==> src/rtl/iterative_multiplier.sv <==
// iterative_multiplier: shift-add multiplier that retires one multiplier bit per clock.
// A start in IDLE or DONE latches the operands. WIDTH RUN cycles follow, and then
// DONE presents the full 2*WIDTH-bit product for one cycle.
// Optional feature: define MULT_SIGNED_EN to honour is_signed. With it, the block
// multiplies the operand magnitudes and negates the product when the operand signs
// differ. Without it, is_signed is ignored and every operation is unsigned.
module iterative_multiplier #(
    parameter int WIDTH = 8
) (
    input  logic                 clk,
    input  logic                 rst_n,
    input  logic                 start,
    input  logic [WIDTH-1:0]     multiplicand,
    input  logic [WIDTH-1:0]     multiplier,
    input  logic                 is_signed,
    output logic                 busy,
    output logic                 done,
    output logic [2*WIDTH-1:0]   product
);

    localparam int CNT_W = $clog2(WIDTH + 1);

    localparam logic [1:0] IDLE = 2'd0;
    localparam logic [1:0] RUN  = 2'd1;
    localparam logic [1:0] DONE = 2'd2;

    logic [1:0]         state;
    logic [CNT_W-1:0]   count;
    logic [WIDTH-1:0]   mcand;
    logic [WIDTH-1:0]   mplier;
    logic [2*WIDTH-1:0] acc;

    logic               accept;
    logic               last_step;
    logic [WIDTH-1:0]   a_load;
    logic [WIDTH-1:0]   b_load;
    logic [WIDTH:0]     step_sum;
    logic [2*WIDTH-1:0] acc_next;
    logic [2*WIDTH-1:0] result;

    // A start is honoured only outside RUN; a start during RUN is dropped.
    assign accept    = start && ((state == IDLE) || (state == DONE));
    assign last_step = (state == RUN) && (count == CNT_W'(1));

    assign busy = (state == RUN);
    assign done = (state == DONE);

`ifdef MULT_SIGNED_EN
    logic sign;

    // Two's-complement magnitude. The most negative value maps to 2**(WIDTH-1),
    // which still fits in WIDTH unsigned bits.
    function automatic logic [WIDTH-1:0] magnitude(input logic [WIDTH-1:0] v);
        return v[WIDTH-1] ? ((~v) + {{(WIDTH-1){1'b0}}, 1'b1}) : v;
    endfunction

    // Operands enter the datapath as magnitudes when a signed request is made.
    always_comb begin
        a_load = is_signed ? magnitude(multiplicand) : multiplicand;
        b_load = is_signed ? magnitude(multiplier)   : multiplier;
    end

    // The final accumulator value is negated when the recorded sign is negative.
    always_comb begin
        result = sign ? ((~acc_next) + {{(2*WIDTH-1){1'b0}}, 1'b1}) : acc_next;
    end

    // The sign is captured with the operands so a later is_signed change cannot affect it.
    always_ff @(posedge clk or negedge rst_n) begin
        if (!rst_n) begin
            sign <= 1'b0;
        end else if (accept) begin
            sign <= is_signed && (multiplicand[WIDTH-1] ^ multiplier[WIDTH-1]);
        end
    end
`else
    logic unused_is_signed;
    assign unused_is_signed = is_signed;

    // Unsigned-only build: operands load as they are and the product needs no fix-up.
    always_comb begin
        a_load = multiplicand;
        b_load = multiplier;
        result = acc_next;
    end
`endif

    // One shift-add step. The optional add lands on the upper half, and its carry
    // becomes the new MSB after the right shift.
    always_comb begin
        step_sum = {1'b0, acc[2*WIDTH-1:WIDTH]} + {1'b0, (mplier[0] ? mcand : {WIDTH{1'b0}})};
        acc_next = {step_sum, acc[WIDTH-1:1]};
    end

    // Control FSM. RUN lasts exactly WIDTH cycles whatever the operand values.
    always_ff @(posedge clk or negedge rst_n) begin
        if (!rst_n) begin
            state <= IDLE;
            count <= '0;
        end else begin
            case (state)
                IDLE: begin
                    if (accept) begin
                        state <= RUN;
                        count <= CNT_W'(WIDTH);
                    end
                end
                RUN: begin
                    count <= count - CNT_W'(1);
                    if (last_step) begin
                        state <= DONE;
                    end
                end
                DONE: begin
                    if (accept) begin
                        state <= RUN;
                        count <= CNT_W'(WIDTH);
                    end else begin
                        state <= IDLE;
                    end
                end
                default: begin
                    state <= IDLE;
                    count <= '0;
                end
            endcase
        end
    end

    // Operand and accumulator datapath. The multiplier shifts right so its LSB
    // always selects the current partial product.
    always_ff @(posedge clk or negedge rst_n) begin
        if (!rst_n) begin
            mcand  <= '0;
            mplier <= '0;
            acc    <= '0;
        end else if (accept) begin
            mcand  <= a_load;
            mplier <= b_load;
            acc    <= '0;
        end else if (state == RUN) begin
            mplier <= mplier >> 1;
            acc    <= acc_next;
        end
    end

    // The product register changes only on the final step. It therefore holds the
    // previous result through RUN and never shows intermediate sums.
    always_ff @(posedge clk or negedge rst_n) begin
        if (!rst_n) begin
            product <= '0;
        end else if (last_step) begin
            product <= result;
        end
    end

endmodule

==> config.mk <==
export PLATFORM = sky130hd
export DESIGN_NAME = iterative_multiplier
export DESIGN_NICKNAME = d
export VERILOG_FILES = /design/src/rtl/iterative_multiplier.sv
export SDC_FILE = /design/constraint.sdc
export NUM_CORES = 1
export LEC_CHECK = 0
export BUFFER_PORTS_ARGS = -buffer_cell sky130_fd_sc_hd__buf_2
export CORE_MARGIN = 2
export CORE_UTILIZATION = 36
export CTS_CLUSTER_DIAMETER = 80
export DETAILED_ROUTE_END_ITERATION = 10
export GPL_ROUTABILITY_DRIVEN = 0
export SLEW_MARGIN = 20
export SYNTH_ARGS = -nofsm -noshare
export SYNTH_HDL_FRONTEND = slang
export SYNTH_SLANG_ARGS = --single-unit
==> constraint.sdc <==
create_clock -name clk -period 4.6 [get_ports clk]
set_input_delay 0.46 -clock clk [delete_from_list [all_inputs] [get_ports clk]]
set_output_delay 0.46 -clock clk [all_outputs]
set_load 0.01 [all_outputs]
==> results.sh, run 1 <==
export IMPL_clock_root_buffer="clkbuf_8"
export IMPL_detail_route_antenna_nets=0
export IMPL_cts_tree="built"
export IMPL_die_w_um=86.1
export IMPL_setup_tns_ps=0
export IMPL_ys_warn_count=0
export IMPL_fin_crit_ps=2440
export IMPL_synthFlopType="dfrtp_1"
export IMPL_diodes=0
export IMPL_switching_power_mw=0.712
export IMPL_post_synth_top_area_cell="dfrtp_1"
export IMPL_cp_startpoint="state[0]"
export IMPL_num_fill_cells=623
export IMPL_power_leakage_nw=1.42
export IMPL_die_h_um=86.1
export IMPL_fin_nets=285
export IMPL_synth_most_common_cell="dfrtp_1"
export IMPL_yosysSeqAreaShare_pct=54.7
export IMPL_clock_sinks=53
export IMPL_finalMaxSlewViolations=0
export IMPL_worst_pin_slew_ps=793
export IMPL_slew_headroom_pct=47.1
export IMPL_period_share_pct=53.1
export IMPL_grt_pass1_wl_mm=7.90
export IMPL_critPathLaunchType="flop"
export IMPL_grt_antenna_before_repair=0
export IMPL_synth_area_leaders="dfrtp_1 55%, nand2_1 8.0%, ha_1 5.2%"
export IMPL_synth_edf_count=0
export IMPL_pwr_share_comb_pct=42.1
export IMPL_grt_total_usage_pct=13.5
export IMPL_cts_reportedPaths_clkPinSlew_ps=90
export IMPL_synth_seq_cells=53
export IMPL_reg2regPathDepth=7
export IMPL_syn_inst=217
export IMPL_ctsHtreeMaxLevel=2
export IMPL_reg2reg_to="product[13]"
export IMPL_path_max_fanout=24
export IMPL_firstDrtPassIters=4
export IMPL_drc=0
export IMPL_ir_drop_uv=292
export IMPL_seqPwrFrac_pct=42.0
export IMPL_setup_violations_final=0
export IMPL_p_sw_share_pct=37.0
export IMPL_postSynthAreaPerCell_um2=11.2
export IMPL_vias=1656
export IMPL_vias_per_cell=5.00
export IMPL_clockBufferDepth=2
export IMPL_overflow=0
export IMPL_drive_above_1_share_pct=22.4
export IMPL_crit_arrival_ps=1980
export IMPL_rsz0062_at_grt="false"
export IMPL_cts_made_buffers=5
export IMPL_multi_input_area_um2=1010
export IMPL_synth_cell_type_count=39
export IMPL_ff_latch_area_um2=1330
export IMPL_area_growth_pct=13.8
export IMPL_crit_end="busy"
export IMPL_wl_per_cell_um=13.7
export IMPL_reg2reg_slack_ps=2250
export IMPL_reg2reg_from="mplier[0]"
export IMPL_synthDominantCellAreaShare_pct=54.7
export IMPL_start_util_pct=37.8
export IMPL_boundaryPins=38
export IMPL_hpwl_mm=3.05
export IMPL_netlist_area_um2=2430
export IMPL_wl_mm=4.54
export IMPL_hold_viol_final=0
export IMPL_cts_resized=0
export IMPL_powerDensity_nw_per_um2=696
export IMPL_syn_num_nets=248
export IMPL_finish_utilization_pct=43.0
export IMPL_io_buffers=36
export IMPL_postCtsSetupRepairBufs=0
export IMPL_status="completed"
export IMPL_intPower_mw=1.21
export IMPL_cap_violations=0
export IMPL_hp_class="in -> async"
export IMPL_synth_top_cells_by_count="53 x dfrtp_1, 52 x nand2_1, 12 x a22o_1, 10 x ha_1, 9 x mux2_2"
export IMPL_row_count=29
export IMPL_core_area_um2=6420
export IMPL_hold_buffers=0
export IMPL_cp_required_ps=4140
export IMPL_grt_max_degree=54
export IMPL_synthArstFlopShare_pct=100
export IMPL_path_class="reg -> out"
export IMPL_finClkSkew_ps=7.55
export IMPL_clkLatencyLatePin_ps=300
export IMPL_worstSetupEndpointType="output pin"
export IMPL_drt_iter0_drc=64
export IMPL_pwr_share_clk_pct=15.9
export IMPL_die_area_um2=7410
export IMPL_max_freq_mhz=410
export IMPL_grt_pass1_vias=1640
critical path, cell delays in order, from the launching register on:
cell	delay, ps
dfrtp_1	480
nand2b_1	270
inv_1	670
buf_2	260
layout make-up:
class                      instances  area share, %
sequential                        53           48.0
inverter                           5          0.861
multi-input combinational        150           36.5
tap                               77           3.49
timing repair buffer              39           7.34
clock inverter                     2           1.27
clock buffer                       5           2.49
power groups by stage:
stage               combinational (mW)  clock [mW]  sequential [mW]
floorplan                        0.607           0            0.814
global placement                 0.803           0            0.815
detailed placement               0.819           0            0.819
CTS                              0.823       0.318            0.811
global route                     0.925       0.335            0.843
finish                           0.809       0.306            0.806
cell usage in the layout (no fill, tap or decap), types with 4 or more instances in the layout:
cell type  synthesis  routed
a21oi_1            4       4
a22o_1            12      12
o21ai_0            4       4
and2_1             8       8
a22oi_1            8       8
a21o_1             4       4
mux2_2             9       9
clkbuf_8           0       5
dfrtp_1           53      53
inv_1              4       4
buf_2              6      36
nand2_1           52      52
ha_1              10      10
per-layer routing:
metal / vias to the layer above / part of all wire [%] / global-route usage (%)
li1: 830 / - / -
met1: 791 / 51 / 19.3
met2: 30 / 44 / 20.4
met3: 5 / 5.0 / 3.37
met4: 0 / 0.86 / 3.46
met5: - / 0 / 0
per-stage QoR:
step           setup WS (ps)  hold slack (ps)  power, mW  area [um2]  cells
2_1_floorplan           2440              164       1.42        2430    217
3_3_place_gp            2280              447       1.62        2660    324
3_5_place_dp            2250              446       1.64        2660    324
4_1_cts                 2130              300       1.95        2760    331
5_1_grt                 1970              331       2.10        2760    331
6_report                2160              268       1.92        2760    331
state kept, by name, summed over array words and instances, names as in the netlist:
signal and flops:
acc 15, count 4, mcand 8, mplier 8, product 16, state 2
how the worst min path moves through the flow:
stage	start	end	slack (ps)	cells after the start
after detailed placement	state[1]	count[3]	450	1
after floorplan	rst_n	acc[10]	160	0
final	rst_n	mplier[1]	270	2
after CTS	rst_n	mplier[1]	300	2
after global routing	rst_n	mplier[1]	330	2
after global placement	state[1]	count[3]	450	1
cell families after synthesis:
group                    after synthesis  share of synthesized area (%)
AND/OR/NAND/NOR                       77                           14.1
flip-flops                            53                           54.7
AO/OA/AOI/OAI                         44                           13.6
buffers and inverters                 14                           3.76
multiplexers                          13                           6.09
adder cells (fa/ha/maj)               11                           5.98
XOR/XNOR                               5                           1.81
Power figures use the tool's default switching activity.
==> run 2: changes to the inputs <==
Settings changed: ABC_AREA set to 1.
Clock period 4.6 ns to 2.4 ns, I/O delays scaled along.
==> results.sh, run 2 <==
export IMPL_status="completed"
export IMPL_netlist_area_um2=2560
export IMPL_critPathLaunchType="flop"
export IMPL_wl_per_cell_um=11.3
export IMPL_powerDensity_nw_per_um2=1270
export IMPL_layout_commonest_cell="nand2_1"
export IMPL_largest_register_ffs=16
export IMPL_detail_route_antenna_nets=0
export IMPL_synthDominantCellAreaShare_pct=51.8
export IMPL_max_freq_mhz=528
export IMPL_power_leakage_nw=1.67
export IMPL_slew_headroom_pct=48.7
export IMPL_setup_tns_ps=0
export IMPL_grt_max_degree=35
export IMPL_ir_drop_uv=397
export IMPL_rsz0062_at_grt="false"
export IMPL_boundaryPins=38
export IMPL_synthFlopType="dfrtp_1"
export IMPL_cp_required_ps=2600
export IMPL_die_w_um=88.3
export IMPL_cts_made_buffers=5
export IMPL_most_common_layout_cells="108 x nand2_1, 53 x dfrtp_1, 38 x inv_1"
export IMPL_grt_pass1_vias=1813
export IMPL_period_share_pct=78.9
export IMPL_finalMaxSlewViolations=0
export IMPL_die_area_um2=7800
export IMPL_worstSetupEndpointType="flop"
export IMPL_grt_total_usage_pct=13.9
export IMPL_postCtsSetupRepairBufs=0
export IMPL_synth_edf_count=0
export IMPL_cap_violations=0
export IMPL_yosysSeqAreaShare_pct=51.8
export IMPL_synth_most_common_cell="nand2_1"
export IMPL_synth_seq_cells=53
export IMPL_syn_inst=294
export IMPL_die_h_um=88.3
export IMPL_syn_num_nets=325
export IMPL_cts_tree="built"
export IMPL_cts_resized=0
export IMPL_synth_cell_type_count=28
export IMPL_ys_warn_count=0
export IMPL_fin_nets=362
export IMPL_setup_violations_final=0
export IMPL_fin_crit_ps=1890
export IMPL_drt_iter0_drc=112
export IMPL_finish_utilization_pct=43.3
export IMPL_overflow=0
export IMPL_placed_area_um2=2830
export IMPL_hpwl_mm=3.45
export IMPL_hold_viol_final=0
export IMPL_ff_latch_area_um2=1330
export IMPL_worst_pin_slew_ps=769
export IMPL_post_synth_top_area_cell="dfrtp_1"
export IMPL_final_cell_area_um2=2960
export IMPL_clock_root_buffer="clkbuf_8"
export IMPL_synth_area_leaders="dfrtp_1 52%, nand2_1 16%, inv_1 5.6%"
export IMPL_finClkSkew_ps=5.09
export IMPL_top_register="product"
export IMPL_vias=1922
export IMPL_hold_buffers=0
export IMPL_core_area_um2=6830
export IMPL_path_max_fanout=9
export IMPL_multi_input_area_um2=1020
export IMPL_firstDrtPassIters=4
export IMPL_grt_pass1_wl_mm=8.47
export IMPL_cts_reportedPaths_clkPinSlew_ps=90
export IMPL_wl_mm=4.82
export IMPL_grt_antenna_before_repair=0
export IMPL_diodes=0
export IMPL_synth_top_cells_by_count="108 x nand2_1, 53 x dfrtp_1, 38 x inv_1, 20 x nand3_1"
export IMPL_synthArstFlopShare_pct=100
export IMPL_largest_registers="product: 16 flops, acc: 15 flops"
export IMPL_io_buffers=36
export IMPL_drive_above_1_share_pct=20.5
export IMPL_start_util_pct=37.5
export IMPL_crit_arrival_ps=2100
export IMPL_vias_per_cell=4.49
export IMPL_hp_class="in -> async"
export IMPL_ctsHtreeMaxLevel=2
export IMPL_clockBufferDepth=2
export IMPL_drc=0
export IMPL_path_class="reg -> reg"
export IMPL_row_count=30
export IMPL_p_total_mw=3.76
export IMPL_postSynthAreaPerCell_um2=8.71
export IMPL_clkLatencyLatePin_ps=300
export IMPL_num_fill_cells=726
export IMPL_area_growth_pct=15.5
export IMPL_clock_sinks=53
==> run 2: changes by cell type in the layout (fill, tap and decap cells not counted), sizes merged, moves of 3 or more <==
| cell | previous run | this run |
|---|---|---|
| a211o | 3 | 0 |
| a22o | 12 | 0 |
| a22oi | 8 | 0 |
| and2 | 8 | 0 |
| inv | 4 | 40 |
| mux2 | 11 | 0 |
| nand2 | 52 | 113 |
| nand3 | 3 | 21 |
| nor2 | 2 | 6 |
| nor2b | 3 | 0 |
| o211ai | 0 | 4 |
| o21ai | 5 | 15 |
| o22ai | 1 | 9 |
==> run 2: through the flow <==
| step | worst slack (ps) | cells | hold WS, ps |
|---|---|---|---|
| 2_1_floorplan | 611 | 294 | -55.6 |
| 3_3_place_gp | 526 | 420 | 374 |
| 3_5_place_dp | 498 | 420 | 370 |
| 4_1_cts | 494 | 428 | 35.5 |
| 5_1_grt | 306 | 428 | 65.2 |
| 6_report | 506 | 428 | 1.77 |
==> run 2: cell families after synthesis <==
group / Yosys count / share of synthesized area [%]
adders and majority gates: 11 / 5.67
xor gates and xnor gates: 2 / 0.684
and+or+nand+nor: 144 / 24.1
DFF: 53 / 51.8
buffers and inverters: 49 / 8.26
AOI/OAI and AO/OA: 35 / 9.48
==> run 2: routing by layer <==
| layer | share of wire (%) | vias up | wire length, um | track usage (%) |
|---|---|---|---|---|
| met2 | 44 | 39 | 2120 | 21.7 |
| met5 | 0 | - | 0 | 0 |
| met3 | 4.7 | 6 | 226 | 3.17 |
| met4 | 1.5 | 0 | 70 | 4.55 |
| met1 | 50 | 885 | 2410 | 19.1 |
| li1 | - | 992 | - | - |
==> run 2: worst max-delay path, cell delays in order (launching register included) <==
cell and delay [ps]:
dfrtp_1 490, nand2_1 100, inv_1 50, ha_1 200, fa_1 400, nand2_1 80, nand2_1 80, nand3_1 100
nand2_1 80, nand2_1 60, nand2_1 60, nand2_1 60, nand2_1 50
==> run 2: area by class of cell <==
cell class | count | area share (%)
clock inverter | 3 | 2.20
multi-input combinational | 192 | 34.6
sequential | 53 | 44.8
clock buffer | 5 | 2.33
timing repair buffer | 39 | 6.85
tap | 96 | 4.06
inverter | 40 | 5.16
==> run 2: final timing paths <==
kind                                  from          end  slack (ps)  cells after the start
max                              mplier[0]      acc[15]         510                     12
max reg2reg                      mplier[0]      acc[15]         510                     12
min in group clk           multiplicand[7]     mcand[7]         120                      3
max in group asynchronous            rst_n       acc[5]        1730                      2
min                                  rst_n    mplier[6]           2                      1
min reg2reg                    product[15]  product[15]         480                      2
==> run 2: report_power, final <==
group          switching [mW]  total [mW]  internal (mW)
Sequential              0.199        1.46           1.27
Combinational           0.992        1.58          0.589
Clock                   0.296       0.711          0.414
Total                    1.49        3.76           2.27
==> run 3: changes to the inputs <==
Settings changed: ABC_AREA 1 to 0.
Clock period 2.4 ns to 1.88 ns, I/O delays scaled along.
==> results.sh, run 3 (synthesized netlist as in run 1, its figures left out) <==
export IMPL_status="finished with violations"
export IMPL_violations="setup timing"
export IMPL_clock_sinks=53
export IMPL_drt_iter0_drc=133
export IMPL_hold_viol_final=0
export IMPL_hp_class="in -> reg"
export IMPL_max_freq_mhz=463
export IMPL_cts_tree="built"
export IMPL_drc=0
export IMPL_p_sw_share_pct=36.5
export IMPL_dp_slack_ps=-246
export IMPL_switching_power_mw=1.96
export IMPL_largest_registers="product: 16 flops, acc: 15 flops"
export IMPL_core_area_um2=6420
export IMPL_grt_pass1_wl_mm=8.75
export IMPL_overflow=0
export IMPL_rsz0062_at_grt="true"
export IMPL_final_setup_worst_slack_ps=-282
export IMPL_grt_pass1_vias=1812
export IMPL_reg2reg_slack_ps=-280
export IMPL_path_class="reg -> reg"
export IMPL_hpwl_mm=3.47
export IMPL_power_leakage_nw=1.55
export IMPL_worstSetupEndpointType="flop"
export IMPL_layout_commonest_cell="dfrtp_1"
export IMPL_most_common_layout_cells="53 x dfrtp_1, 52 x nand2_1, 36 x buf_2"
export IMPL_clkLatencyLatePin_ps=310
export IMPL_finClkSkew_ps=11.6
export IMPL_grt_max_degree=30
export IMPL_largest_register_ffs=16
export IMPL_setup_violations_final=8
export IMPL_vias_per_cell=4.99
export IMPL_top_register="product"
export IMPL_ctsHtreeMaxLevel=2
export IMPL_row_count=29
export IMPL_intPower_mw=3.40
export IMPL_cp_required_ps=2070
export IMPL_detail_route_antenna_nets=0
export IMPL_pwr_share_comb_pct=48.0
export IMPL_crit_arrival_ps=2350
export IMPL_clock_root_buffer="clkbuf_8"
export IMPL_diodes=0
export IMPL_worst_pin_slew_ps=571
export IMPL_seqPwrFrac_pct=37.0
export IMPL_whs_path_depth=3
export IMPL_die_area_um2=7410
export IMPL_vias=1765
export IMPL_boundaryPins=38
export IMPL_firstDrtPassIters=4
export IMPL_path_max_fanout=4
export IMPL_fin_crit_ps=2160
export IMPL_grt_total_usage_pct=14.8
export IMPL_period_share_pct=115
export IMPL_finalMaxSlewViolations=0
export IMPL_area_growth_pct=26.6
export IMPL_io_buffers=36
export IMPL_fin_nets=307
export IMPL_drive_above_1_share_pct=33.6
export IMPL_clockBufferDepth=2
export IMPL_critPathLaunchType="flop"
export IMPL_wl_mm=4.87
export IMPL_reg2regPathDepth=7
export IMPL_slew_headroom_pct=62.0
export IMPL_wl_per_cell_um=13.8
export IMPL_die_w_um=86.1
export IMPL_finish_utilization_pct=47.8
export IMPL_ir_drop_uv=726
export IMPL_cts_reportedPaths_clkPinSlew_ps=100
export IMPL_pwr_share_clk_pct=15.0
export IMPL_cap_violations=0
export IMPL_cts_made_buffers=5
export IMPL_die_h_um=86.1
export IMPL_powerDensity_nw_per_um2=1750
export IMPL_grt_antenna_before_repair=0
export IMPL_start_util_pct=37.8
-- run 3: per-stage QoR --
step	setup TNS, ps	hold WS [ps]	total power, mW	std cells	cell area, um2
floorplan	-460	-108	3.49	217	2430
detailed placement	-1130	212	4.31	341	2800
CTS	-1490	91.6	5.25	353	3000
global route	-2240	96.8	5.85	354	3070
finish	-1540	98.0	5.36	354	3070
global placement	-885	218	4.25	341	2800
-- run 3: cell type report --
cell class	instances	area, um2
Fill cell	604	3350
Sequential cell	53	1330
Multi-Input combinational cell	150	1110
Timing Repair Buffer	61	390
Tap cell	77	96.3
Clock buffer	6	82.6
Clock inverter	2	37.5
Inverter	5	23.8
-- run 3: power groups by stage --
stage / clock network (mW) / registers [mW] / logic, mW
after global routing: 0.877 / 2.07 / 2.91
after global placement: 0 / 1.99 / 2.26
final: 0.805 / 1.98 / 2.57
after CTS: 0.828 / 1.97 / 2.45
after floorplan: 0 / 1.99 / 1.49
after detailed placement: 0 / 1.99 / 2.32
-- run 3: critical path, stage by stage, from the launching register on --
cell and delay, ps:
dfrtp_1 420, and2_4 160, ha_4 150, fa_2 330, a21o_1 200, a221o_1 360, xor2_1 160, mux2_4 260
-- run 3: timing repair --
action                                  in CTS  in global routing
endpoints found under the setup margin      11                 12
hold buffers                                 1                  0
gates resized for setup                      8                 11
buffers inserted                             3                  1
endpoints found under the hold margin       24                  0
pin swaps                                    5                  6
-- run 3: metal layers --
metal	track usage, %	wire length [um]	vias up
met5	0	0	-
li1	-	-	873
met4	3.90	57	0
met2	22.8	2280	34
met1	21.4	2370	851
met3	2.98	168	7
-- run 3: worst paths after layout --
kind | start | to
max in group asynchronous | rst_n | acc[2]
min in group asynchronous | rst_n | mplier[7]
min | multiplier[1] | mplier[1]
min reg2reg | state[1] | count[3]
max | mplier[0] | product[13]
max reg2reg | mplier[0] | product[13]
